==> src/rtl/nmr_shot_scheduler.sv <==
// Purpose: sequences NMRPulseSequencer shots (averaging and CPMG BBdly sweeps), counting pulses, waiting for capture, then a repetition delay.
// Latency: a shot starts 2 cycles after start (IDLE->ARM->RUN); ACQ->REP takes 1 cycle once capture is flagged; REP lasts max(1, trep*US_DIVIDER) cycles.
// Backpressure: none; start is ignored while busy, abort returns to IDLE next cycle, and RUN waits for pulses indefinitely.
//
// Ports:
//   clk, rst               : clock, synchronous active-high reset
//   start, abort           : one-cycle run control requests
//   shots_in, steps_in     : shots per step, sweep steps (0 treated as 1), latched on start
//   bbdly_start_in/step_in : BBdly for step 0 and per-step increment (us), latched on start
//   bbcnt_in, trep_in      : B pulses per shot, repetition delay (us), latched on start
//   pulse_in, acq_done     : sequencer pulse output, capture-complete indication
//   seq_rst, seq_bbdly     : sequencer reset and BBdly drive
//   shot_strobe, done      : one-cycle shot-start and run-complete pulses
//   busy, step_idx, shot_idx : run status and current position
module nmr_shot_scheduler #(
  parameter int US_DIVIDER = 125,
  parameter int CNT_W      = 32
) (
  input  logic             clk,
  input  logic             rst,
  input  logic             start,
  input  logic             abort,
  input  logic [15:0]      shots_in,
  input  logic [15:0]      steps_in,
  input  logic [CNT_W-1:0] bbdly_start_in,
  input  logic [CNT_W-1:0] bbdly_step_in,
  input  logic [15:0]      bbcnt_in,
  input  logic [CNT_W-1:0] trep_in,
  input  logic             pulse_in,
  input  logic             acq_done,
  output logic             seq_rst,
  output logic [CNT_W-1:0] seq_bbdly,
  output logic             shot_strobe,
  output logic             busy,
  output logic             done,
  output logic [15:0]      step_idx,
  output logic [15:0]      shot_idx
);

  localparam int               PRE_W   = (US_DIVIDER > 1) ? $clog2(US_DIVIDER) : 1;
  localparam logic [PRE_W-1:0] PRE_MAX = PRE_W'(US_DIVIDER - 1);
  localparam logic [CNT_W-1:0] ONE_US  = CNT_W'(1);

  typedef enum logic [2:0] {S_IDLE, S_ARM, S_RUN, S_ACQ, S_REP, S_FIN} state_t;

  state_t           r_state;
  logic [15:0]      r_shots;
  logic [15:0]      r_steps;
  logic [15:0]      r_bbcnt;
  logic [CNT_W-1:0] r_bbdly_step;
  logic [CNT_W-1:0] r_trep;
  logic [CNT_W-1:0] r_us_cnt;
  logic [PRE_W-1:0] r_pre_cnt;
  logic [16:0]      r_edge_cnt;
  logic             r_pulse_q;
  logic             r_acq_flag;

  logic        w_fall;
  logic [16:0] w_edge_next;
  logic [16:0] w_edge_target;
  logic        w_rep_last;
  logic        w_more_shots;
  logic        w_more_steps;

  assign w_fall        = r_pulse_q & ~pulse_in;
  assign w_edge_next   = r_edge_cnt + 17'd1;
  // A pulse plus bbcnt B pulses; 17 bits so bbcnt=0xFFFF does not wrap.
  assign w_edge_target = {1'b0, r_bbcnt} + 17'd1;
  // trep=0 still spends one cycle in REP.
  assign w_rep_last    = (r_trep == '0) ||
                         ((r_pre_cnt == PRE_MAX) && (r_us_cnt == r_trep - ONE_US));
  // r_shots/r_steps are latched as at least 1, so the subtraction cannot underflow.
  assign w_more_shots  = shot_idx < (r_shots - 16'd1);
  assign w_more_steps  = step_idx < (r_steps - 16'd1);

  always_ff @(posedge clk) begin
    if (rst) begin
      r_state      <= S_IDLE;
      seq_rst      <= 1'b1;
      seq_bbdly    <= '0;
      shot_strobe  <= 1'b0;
      busy         <= 1'b0;
      done         <= 1'b0;
      step_idx     <= '0;
      shot_idx     <= '0;
      r_shots      <= 16'd1;
      r_steps      <= 16'd1;
      r_bbcnt      <= '0;
      r_bbdly_step <= '0;
      r_trep       <= '0;
      r_us_cnt     <= '0;
      r_pre_cnt    <= '0;
      r_edge_cnt   <= '0;
      r_pulse_q    <= 1'b0;
      r_acq_flag   <= 1'b0;
    end else begin
      shot_strobe <= 1'b0;
      done        <= 1'b0;
      r_pulse_q   <= pulse_in;
      // Capture may finish before the last pulse is counted, so remember it.
      if ((r_state == S_RUN || r_state == S_ACQ) && acq_done) begin
        r_acq_flag <= 1'b1;
      end

      if (abort && r_state != S_IDLE) begin
        // Indices and seq_bbdly deliberately hold for post-mortem inspection.
        r_state <= S_IDLE;
        seq_rst <= 1'b1;
        busy    <= 1'b0;
      end else begin
        case (r_state)
          S_IDLE: begin
            seq_rst <= 1'b1;
            busy    <= 1'b0;
            if (start && !abort) begin
              r_shots      <= (shots_in == 16'd0) ? 16'd1 : shots_in;
              r_steps      <= (steps_in == 16'd0) ? 16'd1 : steps_in;
              r_bbcnt      <= bbcnt_in;
              r_bbdly_step <= bbdly_step_in;
              r_trep       <= trep_in;
              seq_bbdly    <= bbdly_start_in;
              step_idx     <= '0;
              shot_idx     <= '0;
              busy         <= 1'b1;
              r_state      <= S_ARM;
            end
          end
          S_ARM: begin
            // Clearing the pulse history hides any pulse seen during REP/IDLE.
            r_pulse_q   <= 1'b0;
            r_edge_cnt  <= '0;
            r_acq_flag  <= 1'b0;
            seq_rst     <= 1'b0;
            shot_strobe <= 1'b1;
            r_state     <= S_RUN;
          end
          S_RUN: begin
            if (w_fall) begin
              r_edge_cnt <= w_edge_next;
              if (w_edge_next == w_edge_target) begin
                r_state <= S_ACQ;
              end
            end
          end
          S_ACQ: begin
            if (r_acq_flag) begin
              seq_rst   <= 1'b1;
              r_pre_cnt <= '0;
              r_us_cnt  <= '0;
              r_state   <= S_REP;
            end
          end
          S_REP: begin
            if (w_rep_last) begin
              if (w_more_shots) begin
                shot_idx <= shot_idx + 16'd1;
                r_state  <= S_ARM;
              end else if (w_more_steps) begin
                shot_idx  <= '0;
                step_idx  <= step_idx + 16'd1;
                seq_bbdly <= seq_bbdly + r_bbdly_step;
                r_state   <= S_ARM;
              end else begin
                done    <= 1'b1;
                r_state <= S_FIN;
              end
            end else if (r_pre_cnt == PRE_MAX) begin
              r_pre_cnt <= '0;
              r_us_cnt  <= r_us_cnt + ONE_US;
            end else begin
              r_pre_cnt <= r_pre_cnt + PRE_W'(1);
            end
          end
          S_FIN: begin
            seq_rst <= 1'b1;
            busy    <= 1'b0;
            r_state <= S_IDLE;
          end
          default: begin
            seq_rst <= 1'b1;
            busy    <= 1'b0;
            r_state <= S_IDLE;
          end
        endcase
      end
    end
  end

endmodule

==> config.mk <==
export PLATFORM = sky130hd
export DESIGN_NAME = nmr_shot_scheduler
export DESIGN_NICKNAME = d
export VERILOG_FILES = /design/src/rtl/nmr_shot_scheduler.sv
export SDC_FILE = /design/constraint.sdc
export NUM_CORES = 1
export LEC_CHECK = 0
export CORE_MARGIN = 4
export CORE_UTILIZATION = 40
export DETAILED_ROUTE_END_ITERATION = 8
export MAX_ROUTING_LAYER = met4
export SYNTH_ARGS = -nofsm -noshare
export SYNTH_HDL_FRONTEND = slang
export SYNTH_SLANG_ARGS = --single-unit
==> constraint.sdc <==
create_clock -name clk -period 4.62 [get_ports clk]
set_input_delay 0.462 -clock clk [delete_from_list [all_inputs] [get_ports clk]]
set_output_delay 0.462 -clock clk [all_outputs]
set_load 0.01 [all_outputs]
# ---- Word level (Yosys, flattened, before mapping)
# Index checks and enable logic that the tools add are counted.
# W data, S select, Z words.
dict set report totals {
  reg_bits 241
  input_bits 150
  output_inout_bits 68
  word_cells 125
}
dict set report op_classes {
  addsub 10
  magnitude_cmp 2
  eq_ne 17
  mux 45
  bitwise 6
  n_reduce_logical 27
}
# cell n
set op_table {}
lappend op_table {{$mux W32} 7}
lappend op_table {{$mux W16} 9}
lappend op_table {{$pmux W32 S2} 2}
lappend op_table {{$pmux W16 S2} 2}
lappend op_table {{$pmux W17 S2} 1}
lappend op_table {{$add A16 B1 Y16 const B} 2}
lappend op_table {{$add A32 B1 Y32 const B} 1}
lappend op_table {{$add A32 B32 Y32} 1}
lappend op_table {{$eq A32 B32 Y1} 1}
lappend op_table {{$logic_not A16 Y1} 2}
lappend op_table {{$logic_not A32 Y1} 1}
lappend op_table {{$lt A16 B16 Y1} 2}
lappend op_table {{$sub A16 B1 Y16 const B} 2}
lappend op_table {{$sub A32 B1 Y32 const B} 1}
lappend op_table {{$mux W3} 7}
lappend op_table {{$mux W7} 3}
lappend op_table {{$add A16 B1 Y17 const B} 1}
lappend op_table {{$add A17 B1 Y17 const B} 1}
lappend op_table {{$eq A17 B17 Y1} 1}
lappend op_table {{$mux W17} 1}
lappend op_table {{$ne A2 B2 Y1 const B} 8}
lappend op_table {{$pmux W3 S5} 1}
lappend op_table {{$reduce_and A5 Y1} 3}
lappend op_table {{$pmux W7 S2} 1}
lappend op_table {{25 further kinds} 46}

# ---- Depth between registers and ports, before layout
# Gate-level depths: netlist (run 1).
dict set report logic_depth {
  word_depth 6
  mapped_depth 20
}

# ---- Worst setup path after synthesis (run 1)
# No wires, ideal clock.
dict set report synth_path {
  path_type {register to register}
  startpoint {reg r_shots[2]}
  endpoint {reg shot_idx[12]}
  setup_ns 0.070
  arrival_ns 4.042
  path_slack_ns 0.508
  path_stages_with_launch 19
  n_path_buf 2
  synth_period_minus_slack_ns 4.112
  cell_sequence {dfxtp_1 > or4_1 > nor2_1 > nand2_1 > nor3_1 > nand2b_1 > nor4_1 > xnor2_1 > ha_1 > a21o_1 > a21o_1 > a21oi_1 > o211ai_1 > or2_2 > clkbuf_1 > or3_1 > clkbuf_1 > or3b_1 > a21oi_1}
}
dict set report synth_between {
  elab_chain_len 5
  word_cells_on_any_way 7
  classes_between {add/sub: 1; order compare: 1; eq/ne: 1; mux: 3; reduce/logical: 1}
}
# item line
set synth_rtl {}
lappend synth_rtl {{from (decl)} 47} ;# logic [15:0] r_shots;
lappend synth_rtl {{from (signal assigned)} 116} ;# r_shots <= (shots_in == 16'd0) ? 16'd1 : shots_in;
lappend synth_rtl {{$sub A16 B1 Y16 (*)} 73} ;# assign w_more_shots = shot_idx < (r_shots - 16'd1);
lappend synth_rtl {{$lt A16 B16 Y1 (*)} 73}
lappend synth_rtl {{$mux W16} 155} ;# if (w_more_shots) begin
lappend synth_rtl {{$mux W16} 154} ;# if (w_rep_last) begin
lappend synth_rtl {{$pmux W16 S2} 111} ;# case (r_state)
lappend synth_rtl {{to (signal assigned)} 156} ;# shot_idx <= shot_idx + 16'd1;
lappend synth_rtl {{to (decl)} 37} ;# output logic [15:0] shot_idx
# Every way passes the cells marked *; elsewhere a longest branch is shown, timed or not. The select of a mux whose other input is x is not followed.
# A chain may end at the register's enable or synchronous reset.

# ---- Final worst setup path (run 1)
dict set report layout_path {
  startpoint {reg r_shots[2]}
  endpoint {reg seq_bbdly[29]}
}
dict set report layout_between {
  elab_chain_len 4
}
# item line
set layout_rtl {}
lappend layout_rtl {{$sub A16 B1 Y16} 73}
lappend layout_rtl {{$lt A16 B16 Y1} 73}
lappend layout_rtl {{$ne A2 B2 Y1 (no line)} n/a}
lappend layout_rtl {{$reduce_and A6 Y1 (no line)} n/a}
lappend layout_rtl {{to (signal assigned)} 121} ;# seq_bbdly <= bbdly_start_in;
lappend layout_rtl {{to (signal assigned)} 161} ;# seq_bbdly <= seq_bbdly + r_bbdly_step;
lappend layout_rtl {{to (decl)} 32} ;# output logic [CNT_W-1:0] seq_bbdly,
# No other way between the ends.

==> impl_metrics.env, run 1 <==
export IMPL_syn_inst=1902
export IMPL_drt_total_wl_um=42300
export IMPL_cts_root_buf="clkbuf_16"
export IMPL_critPathLaunch="r_shots[2]$_SDFFE_PP0P_"
export IMPL_portBuffers=217
export IMPL_max_vdd_ir_drop_v=0.000308
export IMPL_start_util_pct=40.6
export IMPL_cts_max_path_buffers=3
export IMPL_ys_flop_type="dfxtp_1"
export IMPL_drt_initial_drc_count=705
export IMPL_htreeDepth=1
export IMPL_drive_gt1_share_pct=5.07
export IMPL_status="finished clean"
export IMPL_dr_pass1_iters=5
export IMPL_grtUsageMet3_pct=3.37
export IMPL_slowest_delay_ps=550
export IMPL_fill_cells=3450
export IMPL_critPathKind="reg2reg"
export IMPL_fmax_mhz=232
export IMPL_reg2reg_setup_slack_ps=310
export IMPL_hpwl_um=30700
export IMPL_synthArstFlopShare_pct=0
export IMPL_use_met2_pct=35.9
export IMPL_grt_remaining_overflow=0
export IMPL_power_density_nw_per_um2=356
export IMPL_synth_nets=2124
export IMPL_grt_busiest_layer="met2"
export IMPL_grt_antenna_before_repair=2
export IMPL_grtUsageTotal_pct=21.2
export IMPL_worstPathCellList="or4_1 > nor2_1 > nand2_2 > nor3_4 > nand2b_1 > nor4_2 > xnor2_1 > ha_1 > a21o_1 > a21o_1 > a21oi_1 > o211ai_1 > buf_4 > a31o_2 > o21ai_4 > buf_8 > nor4b_2 > a31oi_1 > o41ai_1"
export IMPL_final_period_utilization_pct=93.2
export IMPL_cts_hold_buf=0
export IMPL_postRouteAntennaNets=0
export IMPL_cpMostUsedCell="a21o_1"
export IMPL_crit_path_end_kind="register"
export IMPL_die_area_um2=39200
export IMPL_start_kind="register"
export IMPL_crit_path_end="seq_bbdly[29]$_SDFFE_PP0P_"
export IMPL_worstReg2RegEnd="seq_bbdly[29]$_SDFFE_PP0P_"
export IMPL_grt_max_degree=126
export IMPL_synth_seq_area_share_pct=33.4
export IMPL_syn_area_um2=14400
export IMPL_worstSkewPairLatency_ps=550
export IMPL_setup_tns_final_ps=0
export IMPL_whs_ps=442
export IMPL_cts_sinks=241
export IMPL_worstMarginPinSlew_ps=1310
export IMPL_grt_pass1_vias=13400
export IMPL_grt_first_pass_wirelength_um=68100
export IMPL_reg2reg_from="r_shots[2]$_SDFFE_PP0P_"
export IMPL_critPathArrivalTime_ps=4710
export IMPL_avgSynthCellArea_um2=7.59
export IMPL_fin_skew_ps=11.0
export IMPL_vias_per_cell=5.45
export IMPL_p_leak_nw=6.85
export IMPL_yosysWarnings=0
export IMPL_tritoncts="built"
export IMPL_final_hold_viol_count=0
export IMPL_core_area_um2=35600
export IMPL_die_w_um=198
export IMPL_die_y_um=198
export IMPL_slew_violations=0
export IMPL_worstPathRequired_ps=5020
export IMPL_r2r_cells=19
export IMPL_grtUsageMet1_pct=27.1
export IMPL_cts_clk_slew_worst_paths_ps=60
export IMPL_max_slew_margin_pct=11.9
export IMPL_setup_viol=0
export IMPL_cap_violations=0
export IMPL_drc_errors=0
export IMPL_holdCritPathClass="in2reg"
export IMPL_synth_seq_cells=241
export IMPL_place_gp_congestion=0.861
export IMPL_crit_slowest_cell="or4_1"
export IMPL_num_io_pins=218
export IMPL_rows=69
export IMPL_vias=13900
export IMPL_min_period_ps=4310
export IMPL_synth_edf_count=0
export IMPL_nNetsFinal=2296
export IMPL_area_growth_pct=24.8
export IMPL_wl_per_cell_um=16.6
export IMPL_crit_path_max_fanout=33
export IMPL_ys_types=67
export IMPL_cts_made_buffers=29
worst min-delay path by stage:
| stage | start | end | slack, ps | cells after the start |
|---|---|---|---|---|
| CTS | bbdly_step_in[0] | r_bbdly_step[0]$_SDFFE_PP0P_ | 430 | 3 |
| detailed placement | r_bbdly_step[6]$_SDFFE_PP0P_ | r_bbdly_step[6]$_SDFFE_PP0P_ | 450 | 2 |
| global placement | r_bbdly_step[6]$_SDFFE_PP0P_ | r_bbdly_step[6]$_SDFFE_PP0P_ | 450 | 2 |
| floorplan | r_bbdly_step[0]$_SDFFE_PP0P_ | r_bbdly_step[0]$_SDFFE_PP0P_ | 440 | 2 |
| global route | bbdly_step_in[18] | r_bbdly_step[18]$_SDFFE_PP0P_ | 440 | 3 |
| finish | rst | step_idx[1]$_SDFFE_PP0P_ | 440 | 2 |
cell usage in the layout, fill, tap and decap left out, types with 14 or more instances in the layout:
master           instances
a211oi_1                15
and3_1                  38
a21oi_1                216
nor3_1                  48
clkbuf_16               29
nor4_1                  26
o21a_1                  14
nor2_1                 179
o21ai_0                 64
buf_4                   21
clkdlybuf4s50_1        216
nand2_1                327
dfxtp_1                241
inv_1                   40
a31oi_1                 18
mux2i_1                 24
or3_1                   28
nand4_1                 23
xor2_1                  49
ha_1                    71
a21o_1                  23
xnor2_1                118
nand3_1                 53
flip-flops by register name, summed over array words and instances, names as in the netlist:
signal	count
seq_bbdly	32
r_us_cnt	32
step_idx	16
r_pre_cnt	7
r_bbdly_step	32
r_bbcnt	16
r_shots	16
r_edge_cnt	17
done	1
busy	1
r_steps	16
r_acq_flag	1
r_trep	32
r_pulse_q	1
shot_idx	16
shot_strobe	1
r_state	3
seq_rst	1
worst max-delay path: cells and delay by family (launching register included):
family / cells / cell delay (ps)
xor gates and xnor gates: 1 / 180
AOI/OAI and AO/OA: 8 / 1470
DFF: 1 / 340
adders and majority gates: 1 / 280
and+or+nand+nor: 7 / 1400
buffers and inverters: 2 / 480
where the power goes:
part	internal [mW]	switching [mW]	leakage, nW
sequential	2.23	0.184	1.95
combinational	0.783	1.00	4.44
clock	1.32	0.903	0.460
per-stage QoR:
stage          utilization (%)  area [um2]  cells  total power [mW]  setup WS, ps
2_1_floorplan                -       14400   1902              3.62           508
3_3_place_gp              47.9       17000   2503              4.18           216
3_5_place_dp              47.9       17000   2503              4.21          78.4
4_1_cts                   50.5       17900   2551              6.47          49.2
5_1_grt                   50.7       18000   2554              6.79         -17.6
6_report                  50.7       18000   2554              6.42           313
synthesized netlist by cell type, types with 39 or more instances:
library cell | count | area share, %
inv_1 | 40 | 1.0
nand3_1 | 54 | 1.9
nor3_1 | 50 | 1.7
xor2_1 | 49 | 3.0
clkbuf_1 | 95 | 2.5
nand2_1 | 329 | 8.6
ha_1 | 71 | 6.2
xnor2_1 | 118 | 7.2
and3_1 | 39 | 1.7
nor2_1 | 179 | 4.7
a21oi_1 | 216 | 7.5
dfxtp_1 | 241 | 33
o21ai_0 | 66 | 2.3
metal layers:
layer	vias to the layer above	part of all wire, %
met3	49	5.0
li1	7002	-
met1	6575	46
met5	-	0
met4	0	1.7
met2	297	48
logic make-up (layout without fill, tap and decap cells):
logic type	after synthesis	count (layout)	share of synthesized area, %
AOI/OAI and AO/OA	419	419	17.1
xor gates and xnor gates	167	167	10.1
adders and majority gates	72	72	6.29
buffers and inverters	141	330	3.69
DFF	241	241	33.4
muxes	25	25	1.74
other	0	2	0
and+or+nand+nor	837	837	27.6
cell type report:
cell class	count	area, um2	share of cell area [%]
Multi-Input combinational cell	1520	9170	50.9
Sequential cell	241	4820	26.8
Timing Repair Buffer	241	2380	13.2
Clock buffer	41	851	4.72
Tap cell	461	577	3.20
Inverter	41	154	0.854
Clock inverter	7	70.1	0.389
Antenna cell	2	5.00	0.0278
timing repair:
item,in CTS,in global routing
resized for setup,0,15
buffers inserted,0,1
endpoints found under the setup margin,0,63
Note: power is estimated with default switching activity, not from simulation.
==> inputs of run 2 (changes only) <==
- PLACE_DENSITY_LB_ADDON: not set -> 0.12
==> run 2 against run 1 <==
Effect of this change:
- non-clock buffer count stayed put
- clock skew is 14 ps higher
- sequential cell count stayed put
- final area hardly changed
- worst setup slack better by 7.6 ps
==> impl_metrics.env, run 2 (synthesis gave the netlist of run 1 again) <==
export IMPL_critPathKind="reg2reg"
export IMPL_multi_input_area_um2=9140
export IMPL_grt_antenna_before_repair=1
export IMPL_fin_cells=2556
export IMPL_grt_pass1_vias=13600
export IMPL_die_w_um=198
export IMPL_fmax_mhz=233
export IMPL_cts_hold_buf=0
export IMPL_max_slew_margin_pct=28.7
export IMPL_power_density_nw_per_um2=361
export IMPL_start_kind="register"
export IMPL_nNetsFinal=2297
export IMPL_post_route_util_pct=50.7
export IMPL_p_switching_mw=2.08
export IMPL_drt_total_wl_um=41900
export IMPL_p_leak_nw=6.86
export IMPL_cap_violations=0
export IMPL_cts_clk_slew_worst_paths_ps=60
export IMPL_fill_cells=3491
export IMPL_place_gp_congestion=0.882
export IMPL_grt_remaining_overflow=0
export IMPL_p_int_mw=4.42
export IMPL_seq_area_um2=4820
export IMPL_setup_tns_final_ps=0
export IMPL_cts_sinks=241
export IMPL_status="finished clean"
export IMPL_final_cell_mix="nand2_1 (328), dfxtp_1 (241), a21oi_1 (216), clkdlybuf4s50_1 (216), nor2_1 (179)"
export IMPL_worstMarginPinSlew_ps=1070
export IMPL_postRouteAntennaNets=0
export IMPL_dp_cells=2504
export IMPL_hpwl_um=30800
export IMPL_slew_violations=0
export IMPL_min_period_ps=4300
export IMPL_grt_first_pass_wirelength_um=68300
export IMPL_switching_share_pct=32.0
export IMPL_holdCritPathClass="in2reg"
export IMPL_vias=13800
export IMPL_drc_errors=0
export IMPL_max_vdd_ir_drop_v=0.000344
export IMPL_final_hold_viol_count=0
export IMPL_cts_root_buf="clkbuf_16"
export IMPL_cts_max_path_buffers=3
export IMPL_cts_made_buffers=30
export IMPL_whs_ps=434
export IMPL_mostFrequentLayoutCell="nand2_1"
export IMPL_vias_per_cell=5.40
export IMPL_worst_slack_ps=321
export IMPL_area_growth_pct=24.9
export IMPL_crit_path_max_fanout=10
export IMPL_rsz0062_at_grt="false"
export IMPL_core_area_um2=35600
export IMPL_seq_power_share_pct=37.1
export IMPL_total_power_mw=6.50
export IMPL_wl_per_cell_um=16.4
export IMPL_start_util_pct=40.6
export IMPL_die_y_um=198
export IMPL_num_io_pins=218
export IMPL_drt_initial_drc_count=659
export IMPL_tritoncts="built"
export IMPL_dr_pass1_iters=5
export IMPL_crit_path_end_kind="register"
export IMPL_placed_cell_area_um2=17000
export IMPL_htreeDepth=1
export IMPL_power_frac_comb_pct=27.1
export IMPL_fin_skew_ps=24.6
export IMPL_rows=69
export IMPL_critPathArrivalTime_ps=4710
export IMPL_grtUsageTotal_pct=21.4
export IMPL_grt_max_degree=98
export IMPL_worstSkewPairLatency_ps=570
export IMPL_final_area_um2=18000
export IMPL_portBuffers=217
export IMPL_drive_gt1_share_pct=4.78
export IMPL_setup_viol=0
export IMPL_final_period_utilization_pct=93.1
export IMPL_p_clk_share_pct=35.7
export IMPL_die_area_um2=39200
export IMPL_worstPathRequired_ps=5030
export IMPL_dpl_worst_slack_ps=105
-- run 2: cell count changes in the layout (fill, tap and decap cells not counted), sizes merged --
cell	change
diode	-1
clkinvlp	+1
inv	-2
bufinv	+2
clkbuf	+3
clkinv	-1
-- run 2: repair_timing --
item	4_1_cts	5_1_grt
buffers inserted	0	0
endpoints found under the setup margin	0	34
resized for setup	0	6
-- run 2: path summary, 6_finish.rpt --
check	start	endpoint	cells past startpoint	slack, ps
worst max register to register	r_trep[8]$_SDFFE_PP0P_	shot_idx[4]$_SDFFE_PP0P_	12	320
worst min register to register	r_bbdly_step[12]$_SDFFE_PP0P_	r_bbdly_step[12]$_SDFFE_PP0P_	2	460
worst min-delay path	rst	r_us_cnt[1]$_SDFFE_PP0P_	2	430
worst max-delay path	r_trep[8]$_SDFFE_PP0P_	shot_idx[4]$_SDFFE_PP0P_	12	320
-- run 2: layout make-up --
cell class              instances  area share, %
clock buffers                  44           4.68
repair buffers                241           13.1
diodes                          1         0.0139
inverters                      41          0.853
clock inverters                 7          0.687
well taps                     461           3.20
multi-input cells            1520           50.7
flip-flops and latches        241           26.8
-- run 2: critical path, cell delays in order (launching register included) --
cell      delay, ps
dfxtp_1         370
or4_1           590
or4_4           480
nor3_1          240
mux2i_1         230
o211ai_1        110
or4b_4          570
nor3_2          230
nor3_2          130
or4_1           700
buf_4           250
o21ai_0         160
a21oi_1          80
-- run 2: power groups by stage --
stage          logic (mW)  registers, mW  clock network, mW
3_3_place_gp         1.74           2.45                  0
5_1_grt              1.97           2.44               2.47
4_1_cts              1.77           2.41               2.39
6_report             1.76           2.41               2.32
2_1_floorplan        1.22           2.39                  0
3_5_place_dp         1.76           2.46                  0
-- run 2: metal layers --
layer | routed length (um) | vias to the layer above | GRT usage, % | share of wire, %
met2 | 19600 | 262 | 35.4 | 47
met4 | 887 | 0 | 4.67 | 2.1
li1 | - | 7013 | - | -
met1 | 19500 | 6475 | 27.7 | 46
met3 | 1940 | 55 | 3.51 | 4.6
met5 | 0 | - | - | 0
==> inputs of run 3 (changes only) <==
- CAP_MARGIN: not set -> 25
- CTS_CLUSTER_SIZE: not set -> 40
==> run 3 against run 2 <==
Effect of this change:
- die area unchanged
- utilization grew 0.077 points
- clock-buffer cell count stayed put
- critical path type unchanged
- largest cell class unchanged
- largest power group unchanged
- highest routed layer unchanged
==> impl_metrics.env, run 3 (synthesis gave the netlist of run 1 again) <==
export IMPL_fin_skew_ps=22.8
export IMPL_grt_pass1_vias=13600
export IMPL_mostFrequentLayoutCell="nand2_1"
export IMPL_wl_per_cell_um=16.4
export IMPL_vias=13800
export IMPL_die_w_um=198
export IMPL_grt_remaining_overflow=0
export IMPL_tritoncts="built"
export IMPL_setup_viol=0
export IMPL_vias_per_cell=5.41
export IMPL_p_int_mw=4.43
export IMPL_max_vdd_ir_drop_v=0.000344
export IMPL_whs_ps=429
export IMPL_grt_max_degree=98
export IMPL_fmax_mhz=233
export IMPL_power_density_nw_per_um2=360
export IMPL_final_cell_mix="nand2_1 (328), dfxtp_1 (241), a21oi_1 (216), clkdlybuf4s50_1 (216), nor2_1 (179)"
export IMPL_crit_slowest_cell="or4_1"
export IMPL_critPathArrivalTime_ps=4780
export IMPL_grt_busiest_layer="met2"
export IMPL_htreeDepth=1
export IMPL_postRouteAntennaNets=0
export IMPL_slew_violations=0
export IMPL_portBuffers=217
export IMPL_worstSkewPairLatency_ps=570
export IMPL_final_hold_viol_count=0
export IMPL_grtUsageTotal_pct=21.4
export IMPL_power_frac_comb_pct=27.2
export IMPL_switching_share_pct=31.9
export IMPL_grtUsageMet3_pct=3.51
export IMPL_use_met2_pct=35.4
export IMPL_hpwl_um=30800
export IMPL_die_area_um2=39200
export IMPL_rows=69
export IMPL_slowest_delay_ps=540
export IMPL_min_period_ps=4290
export IMPL_start_kind="register"
export IMPL_seq_power_share_pct=37.1
export IMPL_cts_sinks=241
export IMPL_nNetsFinal=2298
export IMPL_cts_clk_slew_worst_paths_ps=60
export IMPL_cts_root_buf="clkbuf_16"
export IMPL_cts_made_buffers=30
export IMPL_worstPathRequired_ps=5110
export IMPL_holdCritPathClass="in2reg"
export IMPL_p_switching_mw=2.08
export IMPL_critPathKind="reg2reg"
export IMPL_start_util_pct=40.6
export IMPL_drt_total_wl_um=42000
export IMPL_rsz0062_at_grt="false"
export IMPL_core_area_um2=35600
export IMPL_num_io_pins=218
export IMPL_p_clk_share_pct=35.7
export IMPL_postCtsResizedCells=0
export IMPL_fill_cells=3489
export IMPL_grtUsageMet1_pct=27.7
export IMPL_crit_path_max_fanout=23
export IMPL_max_slew_margin_pct=44.9
export IMPL_status="finished clean"
export IMPL_die_y_um=198
export IMPL_cap_violations=0
export IMPL_grt_first_pass_wirelength_um=68300
export IMPL_setup_tns_final_ps=0
export IMPL_cts_max_path_buffers=3
export IMPL_drt_initial_drc_count=718
export IMPL_worstMarginPinSlew_ps=824
export IMPL_drive_gt1_share_pct=4.82
export IMPL_area_growth_pct=25.1
export IMPL_final_period_utilization_pct=92.9
export IMPL_p_leak_nw=6.88
export IMPL_crit_path_end_kind="register"
export IMPL_drc_errors=0
export IMPL_grt_antenna_before_repair=1
export IMPL_cts_hold_buf=0
export IMPL_cts_setup_buffers=0
export IMPL_dr_pass1_iters=5
export IMPL_worstPathCellList="or4_1 > nor2_1 > nand2_1 > nor3_2 > nand2b_1 > nor4_2 > xnor2_1 > ha_1 > nand4_1 > nor4_1 > o21ai_0 > o211ai_1 > o21ai_0 > nor4_1 > buf_4 > o21ai_4 > buf_4 > or3_1 > a21oi_1"
export IMPL_place_gp_congestion=0.882
==> run 3: metal layers <==
layer	vias up	share of wire (%)
li1	7016	-
met1	6490	47
met2	277	47
met3	55	4.6
met4	0	2.1
met5	-	0
==> run 3: layout make-up <==
cell class | count | area, um2 | share of cell area (%)
timing repair buffer | 242 | 2390 | 13.3
multi-input combinational | 1520 | 9140 | 50.6
clock inverter | 7 | 124 | 0.686
inverter | 41 | 154 | 0.852
clock buffer | 44 | 843 | 4.67
sequential | 241 | 4820 | 26.7
antenna | 1 | 2.50 | 0.0139
tap | 461 | 577 | 3.19
==> run 3: power groups by stage <==
stage               clock (mW)  sequential, mW  combinational (mW)
floorplan                    0            2.39                1.22
global placement             0            2.45                1.74
finish                    2.32            2.41                1.77
CTS                       2.39            2.41                1.77
global route              2.47            2.44                1.97
detailed placement           0            2.46                1.76
==> run 3: critical path, delay by kind of cell (launching register included) <==
| kind | cells | cell delay (ps) |
|---|---|---|
| buffers and inverters | 2 | 420 |
| xor gates and xnor gates | 1 | 130 |
| adders and majority gates | 1 | 310 |
| DFF | 1 | 350 |
| AOI/OAI and AO/OA | 5 | 750 |
| and+or+nand+nor | 10 | 2270 |
==> run 3: stage by stage <==
stage	cells	power (mW)	area, um2	worst slack, ps	util, %
finish	2557	6.50	18100	330	50.8
global route	2557	6.88	18100	12.0	50.8
CTS	2555	6.58	18000	94.2	50.6
detailed placement	2504	4.22	17000	105	47.9
global placement	2504	4.19	17000	231	47.9
floorplan	1902	3.62	14400	508	-
==> run 3: final timing paths <==
kind,slack (ps),depth (start not counted),from,end
setup / recovery,330,19,r_shots[2]$_SDFFE_PP0P_,step_idx[0]$_SDFFE_PP0P_
hold reg to reg,460,2,r_bbdly_step[12]$_SDFFE_PP0P_,r_bbdly_step[12]$_SDFFE_PP0P_
setup reg to reg,330,19,r_shots[2]$_SDFFE_PP0P_,step_idx[0]$_SDFFE_PP0P_
hold / removal,430,2,rst,r_trep[5]$_SDFFE_PP0P_
